### src/rtl/seq_alu.sv
`default_nettype none
// +--------------------------------------------------------------------------+
// | Module   : seq_alu                                                       |
// | Purpose  : Sequential ALU. Add, sub, logic, arithmetic shift and signed  |
// |            compare complete in one cycle. Signed multiply is a W-cycle   |
// |            shift-add on operand magnitudes when SEQ_ALU_MUL_EN is        |
// |            defined; otherwise opcode 110 returns zero in one cycle.      |
// | Revision : 1.0 - initial release                                         |
// +--------------------------------------------------------------------------+
module seq_alu #(
  parameter int W = 16
) (
  input  logic                clk,
  input  logic                rst,
  input  logic                start,
  input  logic [2:0]          CTRL,
  input  logic signed [W-1:0] A,
  input  logic signed [W-1:0] B,
  output logic signed [W-1:0] R,
  output logic                O,
  output logic                N,
  output logic                Z,
  output logic                C,
  output logic                busy,
  output logic                done
);

  localparam int c_SHW = $clog2(W);

  logic [W-1:0] w_a_u;
  logic [W-1:0] w_b_u;
  logic [W:0]   w_sum;
  logic [W:0]   w_dif;

  assign w_a_u = A;
  assign w_b_u = B;
  // One extra bit on each side captures carry-out / borrow directly.
  assign w_sum = {1'b0, w_a_u} + {1'b0, w_b_u};
  assign w_dif = {1'b0, w_a_u} - {1'b0, w_b_u};

  logic [W-1:0] w_r;
  logic         w_o;
  logic         w_n;
  logic         w_c;

  // Single-cycle result and flags; opcode 110 yields zero here.
  always_comb begin
    w_r = '0;
    w_o = 1'b0;
    w_c = 1'b0;
    case (CTRL)
      3'b000: begin
        w_r = w_sum[W-1:0];
        w_c = w_sum[W];
        w_o = (A[W-1] == B[W-1]) && (w_sum[W-1] != A[W-1]);
      end
      3'b001: begin
        w_r = w_dif[W-1:0];
        w_c = w_dif[W];
        w_o = (A[W-1] != B[W-1]) && (w_dif[W-1] == B[W-1]);
      end
      3'b010:  w_r = w_a_u & w_b_u;
      3'b011:  w_r = w_a_u | w_b_u;
      3'b100:  w_r = w_a_u ^ w_b_u;
      3'b101:  w_r = A >>> B[c_SHW-1:0];
      3'b111:  w_r = {{(W-1){1'b0}}, (A < B)};
      default: w_r = '0;
    endcase
    // On overflow the result's MSB is wrong; A's sign is the true sign.
    w_n = w_o ? A[W-1] : w_r[W-1];
  end

`ifdef SEQ_ALU_MUL_EN
  localparam int               c_CW       = $clog2(W);
  localparam logic [c_CW-1:0]  c_CNT_ONE  = c_CW'(1);
  localparam logic [c_CW-1:0]  c_CNT_LAST = c_CW'(W - 1);
  localparam logic [W-1:0]     c_ONE_W    = {{(W-1){1'b0}}, 1'b1};
  localparam logic [2*W-1:0]   c_ONE_2W   = {{(2*W-1){1'b0}}, 1'b1};

  typedef enum logic [0:0] {
    S_IDLE = 1'b0,
    S_MUL  = 1'b1
  } state_t;

  state_t           r_state;
  logic [c_CW-1:0]  r_cnt;
  logic [W-1:0]     r_mcand;
  logic [2*W-1:0]   r_p;
  logic             r_neg;

  logic [W-1:0]     w_mag_a;
  logic [W-1:0]     w_mag_b;
  logic [W:0]       w_acc;
  logic [2*W-1:0]   w_p_next;
  logic [2*W-1:0]   w_prod;
  logic             w_mo;
  logic             w_mn;

  // Magnitudes fit in W unsigned bits, including the most negative value.
  assign w_mag_a  = A[W-1] ? (~w_a_u + c_ONE_W) : w_a_u;
  assign w_mag_b  = B[W-1] ? (~w_b_u + c_ONE_W) : w_b_u;
  // Upper half accumulates the multiplicand when the current multiplier LSB
  // is set; the whole register then shifts right, keeping the carry.
  assign w_acc    = r_p[0] ? ({1'b0, r_p[2*W-1:W]} + {1'b0, r_mcand})
                           : {1'b0, r_p[2*W-1:W]};
  assign w_p_next = {w_acc, r_p[W-1:1]};
  assign w_prod   = r_neg ? (~w_p_next + c_ONE_2W) : w_p_next;
  // Fits in signed W bits only if the top W+1 bits are all equal.
  assign w_mo     = (|w_prod[2*W-1:W-1]) & ~(&w_prod[2*W-1:W-1]);
  // A zero product is non-negative whatever the operand signs.
  assign w_mn     = r_neg & (|w_p_next);

  // Control FSM with registered outputs: single-cycle ops finish in IDLE,
  // multiply iterates W times in MUL.
  always_ff @(posedge clk) begin
    if (rst) begin
      r_state <= S_IDLE;
      r_cnt   <= '0;
      r_mcand <= '0;
      r_p     <= '0;
      r_neg   <= 1'b0;
      R       <= '0;
      O       <= 1'b0;
      N       <= 1'b0;
      Z       <= 1'b1;
      C       <= 1'b0;
      busy    <= 1'b0;
      done    <= 1'b0;
    end else begin
      done <= 1'b0;
      case (r_state)
        S_IDLE: begin
          if (start) begin
            if (CTRL == 3'b110) begin
              r_state <= S_MUL;
              busy    <= 1'b1;
              r_cnt   <= '0;
              r_mcand <= w_mag_a;
              r_p     <= {{W{1'b0}}, w_mag_b};
              r_neg   <= A[W-1] ^ B[W-1];
            end else begin
              R    <= w_r;
              O    <= w_o;
              N    <= w_n;
              Z    <= ~|w_r;
              C    <= w_c;
              done <= 1'b1;
            end
          end
        end
        S_MUL: begin
          r_p   <= w_p_next;
          r_cnt <= r_cnt + c_CNT_ONE;
          if (r_cnt == c_CNT_LAST) begin
            R       <= w_prod[W-1:0];
            O       <= w_mo;
            N       <= w_mn;
            Z       <= ~|w_prod[W-1:0];
            C       <= 1'b0;
            busy    <= 1'b0;
            done    <= 1'b1;
            r_state <= S_IDLE;
          end
        end
        default: r_state <= S_IDLE;
      endcase
    end
  end
`else
  // Every accepted request completes in one cycle; busy is never raised.
  always_ff @(posedge clk) begin
    if (rst) begin
      R    <= '0;
      O    <= 1'b0;
      N    <= 1'b0;
      Z    <= 1'b1;
      C    <= 1'b0;
      busy <= 1'b0;
      done <= 1'b0;
    end else begin
      done <= 1'b0;
      busy <= 1'b0;
      if (start) begin
        R    <= w_r;
        O    <= w_o;
        N    <= w_n;
        Z    <= ~|w_r;
        C    <= w_c;
        done <= 1'b1;
      end
    end
  end
`endif

endmodule
`default_nettype wire

### config.mk
export PLATFORM = sky130hd
export DESIGN_NAME = seq_alu
export DESIGN_NICKNAME = d
export VERILOG_FILES = /design/src/rtl/seq_alu.sv
export SDC_FILE = /design/constraint.sdc
export NUM_CORES = 1
export LEC_CHECK = 0
export BUFFER_PORTS_ARGS = -buffer_cell sky130_fd_sc_hd__buf_4
export CAP_MARGIN = 20
export CORE_MARGIN = 2
export CORE_UTILIZATION = 45
export DETAILED_ROUTE_END_ITERATION = 8
export GPL_TIMING_DRIVEN = 0
export PLACE_DENSITY = 0.65
export SLEW_MARGIN = 20
export SYNTH_ARGS = -nofsm -noshare
export SYNTH_HDL_FRONTEND = slang
export SYNTH_SLANG_ARGS = --single-unit
### constraint.sdc
create_clock -name clk -period 4.6 [get_ports clk]
set_input_delay 0.23 -clock clk [delete_from_list [all_inputs] [get_ports clk]]
set_output_delay 0.23 -clock clk [all_outputs]
set_load 0.03 [all_outputs]
==> flow_summary.toml <==
[floorplan]
std_cell_rows = 35
core_mm2 = 0.00920
initial_core_util_pct = 46.4
io_pins = 60
die_h_um = 101
dieArea_mm2 = 0.0103
die_w_um = 101

[synthesis]
ys_types = 81
yosys_register_bits = 21
syn_avg_cell_area_um2 = 7.43
async_reset_ff_share_pct = 0
syn_inst = 574
synth_edf_count = 0
syn_area_mm2 = 0.00426
seq_area_frac_synth_pct = 9.86
synthFlopType = "dfxtp_1"
yosys_warnings = 0
syn-num-nets = 662

[grt]
grt_max_degree = 13
grt_pass1_vias = 4571
grt_antenna_before_repair = 0
grt-ovfl-total = 0
grt_usage_pct = 31.4
grt_pass1_wl_mm = 25.1

[cells_and_area]
layout_commonest_cell = "nor2_1"
utilization_pct = 53.0
diodes = 0
fillers = 909
fin_nets = 723
final_cell_mix = "nor2_1, buf_4, inv_1, ha_1, a21oi_1"
stdcell_count = 745
drive_above_1_share_pct = 19.1
areaGrowthSynthToFinish_pct = 14.3

[route]
wl_met1_mm = 6.78
drt_iter0_markers = 476
drc = 0
routed_via_density = 6.52
first_pass_iters = 5
num_vias = 4855
dr_wl_met2_mm = 7.29
routed_wl_mm = 16.0
wl_met3_mm = 1.53
wl_per_cell_um = 21.5
ant_nets = 0
maxUsedRoutingLayer = "met4"

[clocking]
cts-resized-gates = 0
cts_buffers = 3
root_buffer = "clkbuf_8"
path_clk_slew_ns = 0.08
clk_latency_ns = 0.26
cts_hold_buf = 0
cts_max_level = 1
cts_tree = "yes"
clk_path_buf_depth = 2
post-cts-setup-buffers = 0
cts.sink_count = 21

[sta]
rsz0062_at_grt = "false"
slew_violations = 0
hold_viol_final = 0
fmax_mhz = 312
layout_min_cycle_time_ns = 3.21
setup_slack_ns = 1.39
setup_viol = 0
tightest_slew_ns = 1.17
fin_crit_sh_pct = 69.7
finalSetupTns_ns = 0
clock_skew_ns = 0
max_slew_margin_pct = 21.3

[power_and_ir_drop]
power_frac_seq_pct = 22.9
netSwitchingPower_uw = 423
power_density_mw_per_mm2 = 184
swShare_pct = 47.1
vdd_ir_drop_max_mv = 0.123
p_int_uw = 475
p_leak_nw = 2.12
combPwrFrac_pct = 63.7
clkPwrFrac_pct = 13.4

[setup_path]
path_class = "in2reg"
critPathLaunchType = "input pin"
critical_path.max_fanout = 10
worst_setup_path_end_kind = "flip-flop"
arrival_ns = 3.39
cp_data_required_time_ns = 4.79

[place]
gp_congestion = 0.937
dp.cells = 741
post-place-ws_ns = 1.20
io_buffer_count = 56
dp_hpwl_mm = 13.0

[run]
max_cap_viol_count = 0

[outcome]
status = "completed"

[worst_hold_path]
worst_hold_path_type = "in2reg"
## sequential cells by signal, summed over array words and instances (netlist names)
register / flops
C: 1
N: 1
O: 1
R: 16
Z: 1
done: 1
## area by class of cell
type	instances	area, um^2	share of cell area (%)
Sequential cell	21	420	8.63
Inverter	51	191	3.93
Timing Repair Buffer	56	420	8.63
Multi-Input combinational cell	464	3460	71.0
Tap cell	111	139	2.85
Clock buffer	3	41.3	0.847
Buffer	38	198	4.06
Clock inverter	1	5.00	0.103
## synth_stat cells (all sizes together) (4+ instances only)
| cell type | instances | share of area, % |
|---|---|---|
| clkbuf | 17 | 1.5 |
| or2 | 7 | 1.0 |
| nor2 | 64 | 5.6 |
| dfxtp | 21 | 9.9 |
| nand3 | 9 | 1.1 |
| buf | 21 | 3.1 |
| nor4 | 5 | 0.73 |
| nand2b | 6 | 0.88 |
| and3 | 4 | 0.59 |
| a2bb2oi | 5 | 1.2 |
| o31ai | 9 | 1.7 |
| nor3 | 20 | 2.3 |
| mux2 | 6 | 1.6 |
| a211o | 7 | 1.4 |
| nand2 | 36 | 3.2 |
| nand4 | 5 | 0.73 |
| a21oi | 43 | 5.2 |
| o311ai | 4 | 1.0 |
| xnor2 | 7 | 1.4 |
| o211ai | 12 | 2.1 |
| inv | 50 | 4.4 |
| a21o | 6 | 1.1 |
| mux2i | 10 | 2.3 |
| a211oi | 30 | 5.8 |
| nor2b | 8 | 1.2 |
| mux4 | 11 | 5.8 |
| o21bai | 5 | 0.97 |
| nor3b | 4 | 0.82 |
| o21ai | 31 | 3.6 |
| a31oi | 6 | 1.0 |
| ha | 48 | 14 |
## stage by stage
stage	area [um^2]	power [mW]	hold slack, ns
2_1_floorplan	4260	0.587	0.413
3_3_place_gp	4820	0.760	0.467
3_5_place_dp	4820	0.767	0.473
4_1_cts	4870	0.888	0.307
5_1_grt	4870	0.956	0.309
6_report	4870	0.898	0.302
## power groups by stage
stage	Sequential [mW]	Combinational [mW]	Clock, mW
2_1_floorplan	0.240	0.347	0
3_3_place_gp	0.209	0.551	0
3_5_place_dp	0.210	0.557	0
4_1_cts	0.206	0.559	0.123
5_1_grt	0.207	0.617	0.131
6_report	0.206	0.572	0.120
## layer usage
layer	GRT usage [%]	vias up
met4	8.63	0
li1	-	2257
met2	52.1	270
met3	4.07	20
met1	42.8	2308
met5	0	-
## critical path, stage by stage
cell	delay, ns
buf_4	0.14
buf_4	0.18
inv_1	0.21
ha_1	0.32
a21o_1	0.20
a2bb2oi_1	0.31
a211oi_1	0.23
o31ai_1	0.40
o221ai_1	0.28
a32o_1	0.29
a21oi_2	0.21
nand3_1	0.12
o31ai_2	0.23
## path summary, 6_finish.rpt
| path | startpoint | endpoint | slack (ns) | cells past startpoint |
|---|---|---|---|---|
| min | rst | R[4]$_SDFFE_PP0P_ | 0.30 | 3 |
| min reg2reg | R[2]$_SDFFE_PP0P_ | R[2]$_SDFFE_PP0P_ | 0.48 | 2 |
| max reg2reg | R[13]$_SDFFE_PP0P_ | R[13]$_SDFFE_PP0P_ | 3.83 | 2 |
| max | B[1] | Z$_SDFFE_PP1P_ | 1.39 | 13 |
## cells by family after synthesis
group	after synthesis	synth area share, %
XOR/XNOR	8	1.64
buffers and inverters	89	9.13
other	1	0.0880
adder cells (fa/ha/maj)	50	15.0
AO/OA/AOI/OAI	197	33.7
flip-flops	21	9.86
AND/OR/NAND/NOR	181	20.8
multiplexers	27	9.74
No activity file was read; power rests on OpenSTA's default activity.
